--- config.mk ---
export PLATFORM = sky130hd
export DESIGN_NAME = fetch_queue
export DESIGN_NICKNAME = d
export VERILOG_FILES = /design/src/rtl/fetch_queue.sv
export SDC_FILE = /design/constraint.sdc
export NUM_CORES = 1
export LEC_CHECK = 0
export CORE_UTILIZATION = 60
export CTS_CLUSTER_SIZE = 10
export DETAILED_ROUTE_END_ITERATION = 6
export DONT_BUFFER_PORTS = 1
export HOLD_SLACK_MARGIN = 0.1
export PLACE_DENSITY_LB_ADDON = 0.05
export RECOVER_POWER = 25
export SETUP_SLACK_MARGIN = 0.05
export SKIP_LAST_GASP = 1
export SLEW_MARGIN = 5
export SYNTH_ARGS = -nofsm -noshare
export SYNTH_HDL_FRONTEND = slang
export SYNTH_SLANG_ARGS = --single-unit
export TNS_END_PERCENT = 10
--- constraint.sdc ---
create_clock -name clk -period 3.86 [get_ports clk]
set_clock_uncertainty 0.2 [all_clocks]
set_input_delay 0.579 -clock clk [delete_from_list [all_inputs] [get_ports clk]]
set_output_delay 0.579 -clock clk [all_outputs]
set_load 0.02 [all_outputs]
--- src/rtl/fetch_queue.sv ---
// fetch_queue: instruction-fetch front end (pc/issue to imem, in-order response FIFO to decode, redirect flush, debug halt/resume)
module fetch_queue #(
  parameter int ADDR_WIDTH = 32,
  parameter int DEPTH = 4
) (
  input  logic                  clk,
  input  logic                  rst,
  input  logic [ADDR_WIDTH-3:0] rst_addr,
  input  logic                  dbg_on_rst,
  input  logic                  dbg_halt,
  input  logic                  dbg_resume,
  input  logic                  redirect_en,
  input  logic [ADDR_WIDTH-3:0] redirect_addr,
  output logic                  imem_req,
  output logic [ADDR_WIDTH-3:0] imem_addr,
  input  logic                  imem_rsp_valid,
  input  logic [31:0]           imem_rsp_insn,
  output logic                  out_valid,
  input  logic                  out_ready,
  output logic [ADDR_WIDTH-3:0] out_addr,
  output logic [31:0]           out_insn
);
  localparam int AW = ADDR_WIDTH - 2;
  localparam int PW = $clog2(DEPTH);
  localparam int CW = PW + 1;
  logic [AW-1:0] pc, rsp_pc;
  logic run, boot;
  logic [CW-1:0] inflight, drop, count;
  logic [PW-1:0] rd_ptr, wr_ptr;
  logic [AW-1:0] fifo_addr [DEPTH];
  logic [31:0] fifo_insn [DEPTH];
  logic [CW:0] credit;
  logic issue, rsp_ok, push, pop;
  assign credit = {1'b0, count} + {1'b0, inflight};
  assign issue = run && !redirect_en && credit < (CW+1)'(DEPTH);
  assign rsp_ok = imem_rsp_valid && inflight != '0;
  assign push = rsp_ok && drop == '0 && !redirect_en;
  assign pop = out_valid && out_ready;
  assign imem_req = issue;
  assign imem_addr = pc;
  assign out_valid = count != '0 && !redirect_en;
  assign out_addr = fifo_addr[rd_ptr];
  assign out_insn = fifo_insn[rd_ptr];
  always_ff @(posedge clk)
    if (rst) begin
      pc <= rst_addr;
      rsp_pc <= rst_addr;
      run <= 1'b0;
      boot <= 1'b1;
      inflight <= '0;
      drop <= '0;
      count <= '0;
      rd_ptr <= '0;
      wr_ptr <= '0;
    end else begin
      boot <= 1'b0;
      run <= boot ? !dbg_on_rst : dbg_halt ? 1'b0 : dbg_resume ? 1'b1 : run;
      inflight <= inflight + CW'(issue) - CW'(rsp_ok);
      if (redirect_en) begin
        pc <= redirect_addr;
        rsp_pc <= redirect_addr;
        drop <= inflight - CW'(rsp_ok);
        count <= '0;
        rd_ptr <= '0;
        wr_ptr <= '0;
      end else begin
        if (issue) pc <= pc + AW'(1);
        if (rsp_ok && drop != '0) drop <= drop - CW'(1);
        if (push) rsp_pc <= rsp_pc + AW'(1);
        if (push) wr_ptr <= wr_ptr + PW'(1);
        if (pop) rd_ptr <= rd_ptr + PW'(1);
        count <= count + CW'(push) - CW'(pop);
      end
    end
  always_ff @(posedge clk)
    if (push) begin
      fifo_addr[wr_ptr] <= rsp_pc;
      fifo_insn[wr_ptr] <= imem_rsp_insn;
    end
  assert property (@(posedge clk) disable iff (rst) !(imem_rsp_valid && inflight == '0));
endmodule

Yosys cells after proc, flatten, opt, wreduce, memory -nomap -nowiden --
Memory sizes are Yosys's and may differ from the RTL's. A register that Yosys moved wholly into a read port is not among the register bits. Index checks and enable logic that the tools add are counted.
Storage, ports and cells: register bits 75, RAM bits 248, bits of input ports 100, word-level logic and storage cells 60, memories 2
Cells by class: add/subtract/negate cells 11, magnitude comparators 1, muxes and demuxes 18, reduce and logical (&&, ||, !) cells 19
Memory list:
- fifo_insn | words 4, width 32, read ports 1, clocked after Yosys merged registers in 1, wr ports 1, RTL line 31 | logic [31:0] fifo_insn [DEPTH];
- fifo_addr | words 4, width 30, read ports 1, clocked after Yosys merged registers in 1, wr ports 1, RTL line 30 | logic [AW-1:0] fifo_addr [DEPTH];
Operator list (count):
- $mux W30 | 6
- $add A30 B1 Y30 const B | 2
- $reduce_bool A3 Y1 | 6
- $sub A3 B1 Y3 | 3
- $logic_and A1 B1 Y1 | 8
- $mux W2 | 4
- $add A3 B1 Y3 | 2
- $mux W1 | 6
- $mux W3 | 2
- $add A2 B1 Y2 const B | 2
- $add A3 B3 Y4 | 1
- $lt A4 B3 Y1 const B | 1
- $logic_not A3 Y1 | 1
- $sub A3 B1 Y3 const B | 1
- $logic_not A1 Y1 | 2
- $reduce_bool A2 Y1 | 1
- $reduce_or A2 Y1 | 1

Longest topological paths before layout --
word-level depth 7, mapped depth 13

Worst setup path after synthesis --
Ideal clock, no wire load.
kind input to register, start point in imem_rsp_valid, end point mem fifo_addr[0][0] (netlist name) (enable), library setup time 427 ps, arrival time 2558 ps, data required time 3233 ps, path slack 675 ps, cell stages on the path 4, path through o31a_1 nand2_1 nor2_1 and2_1
Between the ends: cells in the longest elaborated chain, start to end 5
RTL lines:
- start, declared | RTL line 16 | input logic imem_rsp_valid,
- $logic_and A1 B1 Y1 | RTL line 36 | assign rsp_ok = imem_rsp_valid && inflight != '0;
- $logic_and A1 B1 Y1 (2 in a row) | RTL line 37 | assign push = rsp_ok && drop == '0 && !redirect_en;
- $mux W1 | RTL line 76 | if (push) begin
- $mux W1 (not written as such) | RTL line 77 | fifo_addr[wr_ptr] <= rsp_pc;
- end, declared | RTL line 30
Every way passes these cells.

==> metrics.yaml <==
core-area_um2: 22000
drt_first_pass_iters: 7
r2r_end: "imem_addr[18]"
portBuffers: 0
die_w_um: 152
synth-edff-count: 308
relSlewSlack_pct: 35.9
drc: 12
fp.dieH_um: 152
vias: 7286
r2r-start: "inflight[2]"
hold_viol_final: 0
crit_type: "register to primary output"
syn_inst: 807
leakagePower_nw: 4.84
post-route-min-period_ns: 3.08
syn-num-nets: 925
rows: 54
drive_above_1_share_pct: 13.9
period_share_pct: 79.7
final_nets: 972
r2r.worst_path.cells: 6
insertedDiodeCount: 0
crit_family: "flip-flops"
critPathLaunchType: "register"
seq_area_frac_synth_pct: 70.7
cts_root_buf: "clkbuf_16"
r2r_setup_slack_ns: 0.91
ys_async_sr_fraction_pct: 0
tightest_slew_ns: 0.962
outcome: "finished, violations left"
grt_pass1_wl_mm: 43.7
dieArea_um2: 23200
fillers: 1432
ys_seq_elements: 325
cp_num_cells: 2
yosysWarnings: 0
clkSlewWorstSetupHoldPaths_ns: 0.06
start_util_pct: 61.8
end_kind: "primary output"
violations: "DRC"
fmax_ghz: 0.325
ir_drop_uv: 369
slew_viol_final: 0
overflow: 0
cp_cell_sequence: "buf_12 -> mux4_2"
path_max_fanout: 35
numCtsBuffers: 38
gp_congestion: 0.887
first_global_vias: 7607
tritoncts: "done"
synth_cell_type_count: 48
synth_top_area_share_pct: 68.2
antenna_found_initial: 0
clk_latency_ns: 0.51
cts.sinks: 325
cp.arrival_ns: 2.30
hp-class: "input pin to register"
setup-tns-final_ns: 0
routed_wl_mm: 28.4
vias_per_cell: 6.37
power_density_nw_per_um2: 543
path_buf_inv: 1
syn_area_um2: 13600
synth.largest_area_cell: "edfxtp_1"
cts_htree_levels: 2
post_drt_wl_per_cell_um: 24.8
dominantRegCellSynth: "edfxtp_1"
cap_viol_max_count: 0
grt_max_degree: 63
drt_first_iter_violations: 587
hpwl_mm: 17.7
crit_end: "out_addr[0]"
ys_top_cells_by_count: "308 x edfxtp_1, 62 x mux4_2, 44 x nand2_1, 35 x xnor2_1, 33 x o21ai_1"
ios: 194
cp_slowest_cell: "dfxtp_4"
cts_max_path_buffers: 3
cts-resized-gates: 0
grt_setup_unrepaired: "false"
synth_most_common_cell: "edfxtp_1"
synth.avg_cell_area_um2: 16.8
antenna_left: 0
slowest_delay_ns: 0.72
setup_viol: 0
syn_to_final_growth_pct: 12.5
required_ns: 3.08
grt_use_total_pct: 25.1
yosys-top-cells-area: "edfxtp_1 68%, mux4_2 10%, dfxtp_1 2.5%"
utilization_pct: 69.5
logic make-up after synthesis:
group,share of synthesized area (%)
AO/OA/AOI/OAI,5.19
XOR/XNOR,3.88
adder cells (fa/ha/maj),1.77
buffers and inverters,1.79
flip-flops,70.7
multiplexers,10.5
AND/OR/NAND/NOR,6.21
routing by layer:
| metal | GRT usage, % | vias up | share of wire (%) | wire (um) |
|---|---|---|---|---|
| met4 | 8.94 | 2 | 2.2 | 635 |
| met5 | 2.28 | - | 0.26 | 74 |
| met2 | 39.8 | 312 | 48 | 13600 |
| li1 | - | 3255 | - | - |
| met1 | 34.8 | 3676 | 41 | 11700 |
| met3 | 5.03 | 41 | 8.3 | 2350 |
cell usage in the layout, fill, tap and decap left out, drive strengths merged, types with 2 or more instances in the layout:
cell type and count:
a21boi 2, a21oi 31, a22oi 10, a41oi 2, and2 11, and3 6, and4 10, buf 4
clkbuf 45, clkinv 4, dfxtp 17, dlygate4sd3 41, edfxtp 308, fa 2, ha 16, inv 22
mux4 62, nand2 44, nand3 19, nand4 13, nor2 23, nor2b 4, nor3 17, nor4 6
o21a 7, o21ai 56, o22ai 5, o2bb2a 3, xnor2 35, xor2 25
worst reg2reg max path, cell delays in order (launching register included):
cell and delay (ns):
dfxtp_1 0.44, ha_1 0.27, nor4_1 0.17, nand2_1 0.10, a31oi_1 0.54, nand2b_1 0.52, buf_4 0.39
through the flow:
step | hold WS, ns | cells | setup slack [ns] | power [mW] | instance area (um2)
after CTS | 0.100 | 1143 | 0.699 | 8.34 | 15300
after global placement | 0.293 | 1053 | 1.02 | 5.19 | 13800
after global routing | 0.123 | 1143 | 0.617 | 8.56 | 15300
final | 0.113 | 1143 | 0.784 | 8.29 | 15300
after floorplan | 0.262 | 807 | 0.675 | 5.00 | 13600
after detailed placement | 0.318 | 1053 | 0.911 | 5.23 | 13800
worst min-delay path by stage:
stage                     from           end  depth (start not counted)
after CTS                  rst    rsp_pc[17]                          2
after detailed placement  boot           run                          2
final                      rst  imem_addr[2]                          2
after global placement    boot           run                          2
after floorplan           boot           run                          2
after global routing       rst    rsp_pc[11]                          2
cell type report:
cell class	instances	area, um2	area share [%]
clock buffers	45	998	6.54
well taps	280	350	2.30
inverters	22	82.6	0.541
clock inverters	4	40.0	0.262
multi-input cells	422	3740	24.5
flip-flops and latches	325	9600	62.9
repair buffers	45	453	2.97
registers in the layout (all words and copies together), names as in the netlist, named ones only:
signal and count:
fifo_addr 120, rsp_pc 30, fifo_insn 128, run 1, imem_addr 30, rd_ptr 2, drop 3, inflight 3
wr_ptr 2, count 3, boot 1
power breakdown:
group / switching, mW / internal [mW] / total [mW] / leakage, nW
clock network: 1.26 / 1.81 / 3.07 / 0.505
registers: 0.266 / 4.17 / 4.43 / 3.00
logic: 0.483 / 0.302 / 0.785 / 1.33
repair_timing:
item,CTS,global route
setup buffers,0,0
hold buffers,41,0
endpoints found under the hold margin,144,0
Note: power is estimated with default switching activity, not from simulation.
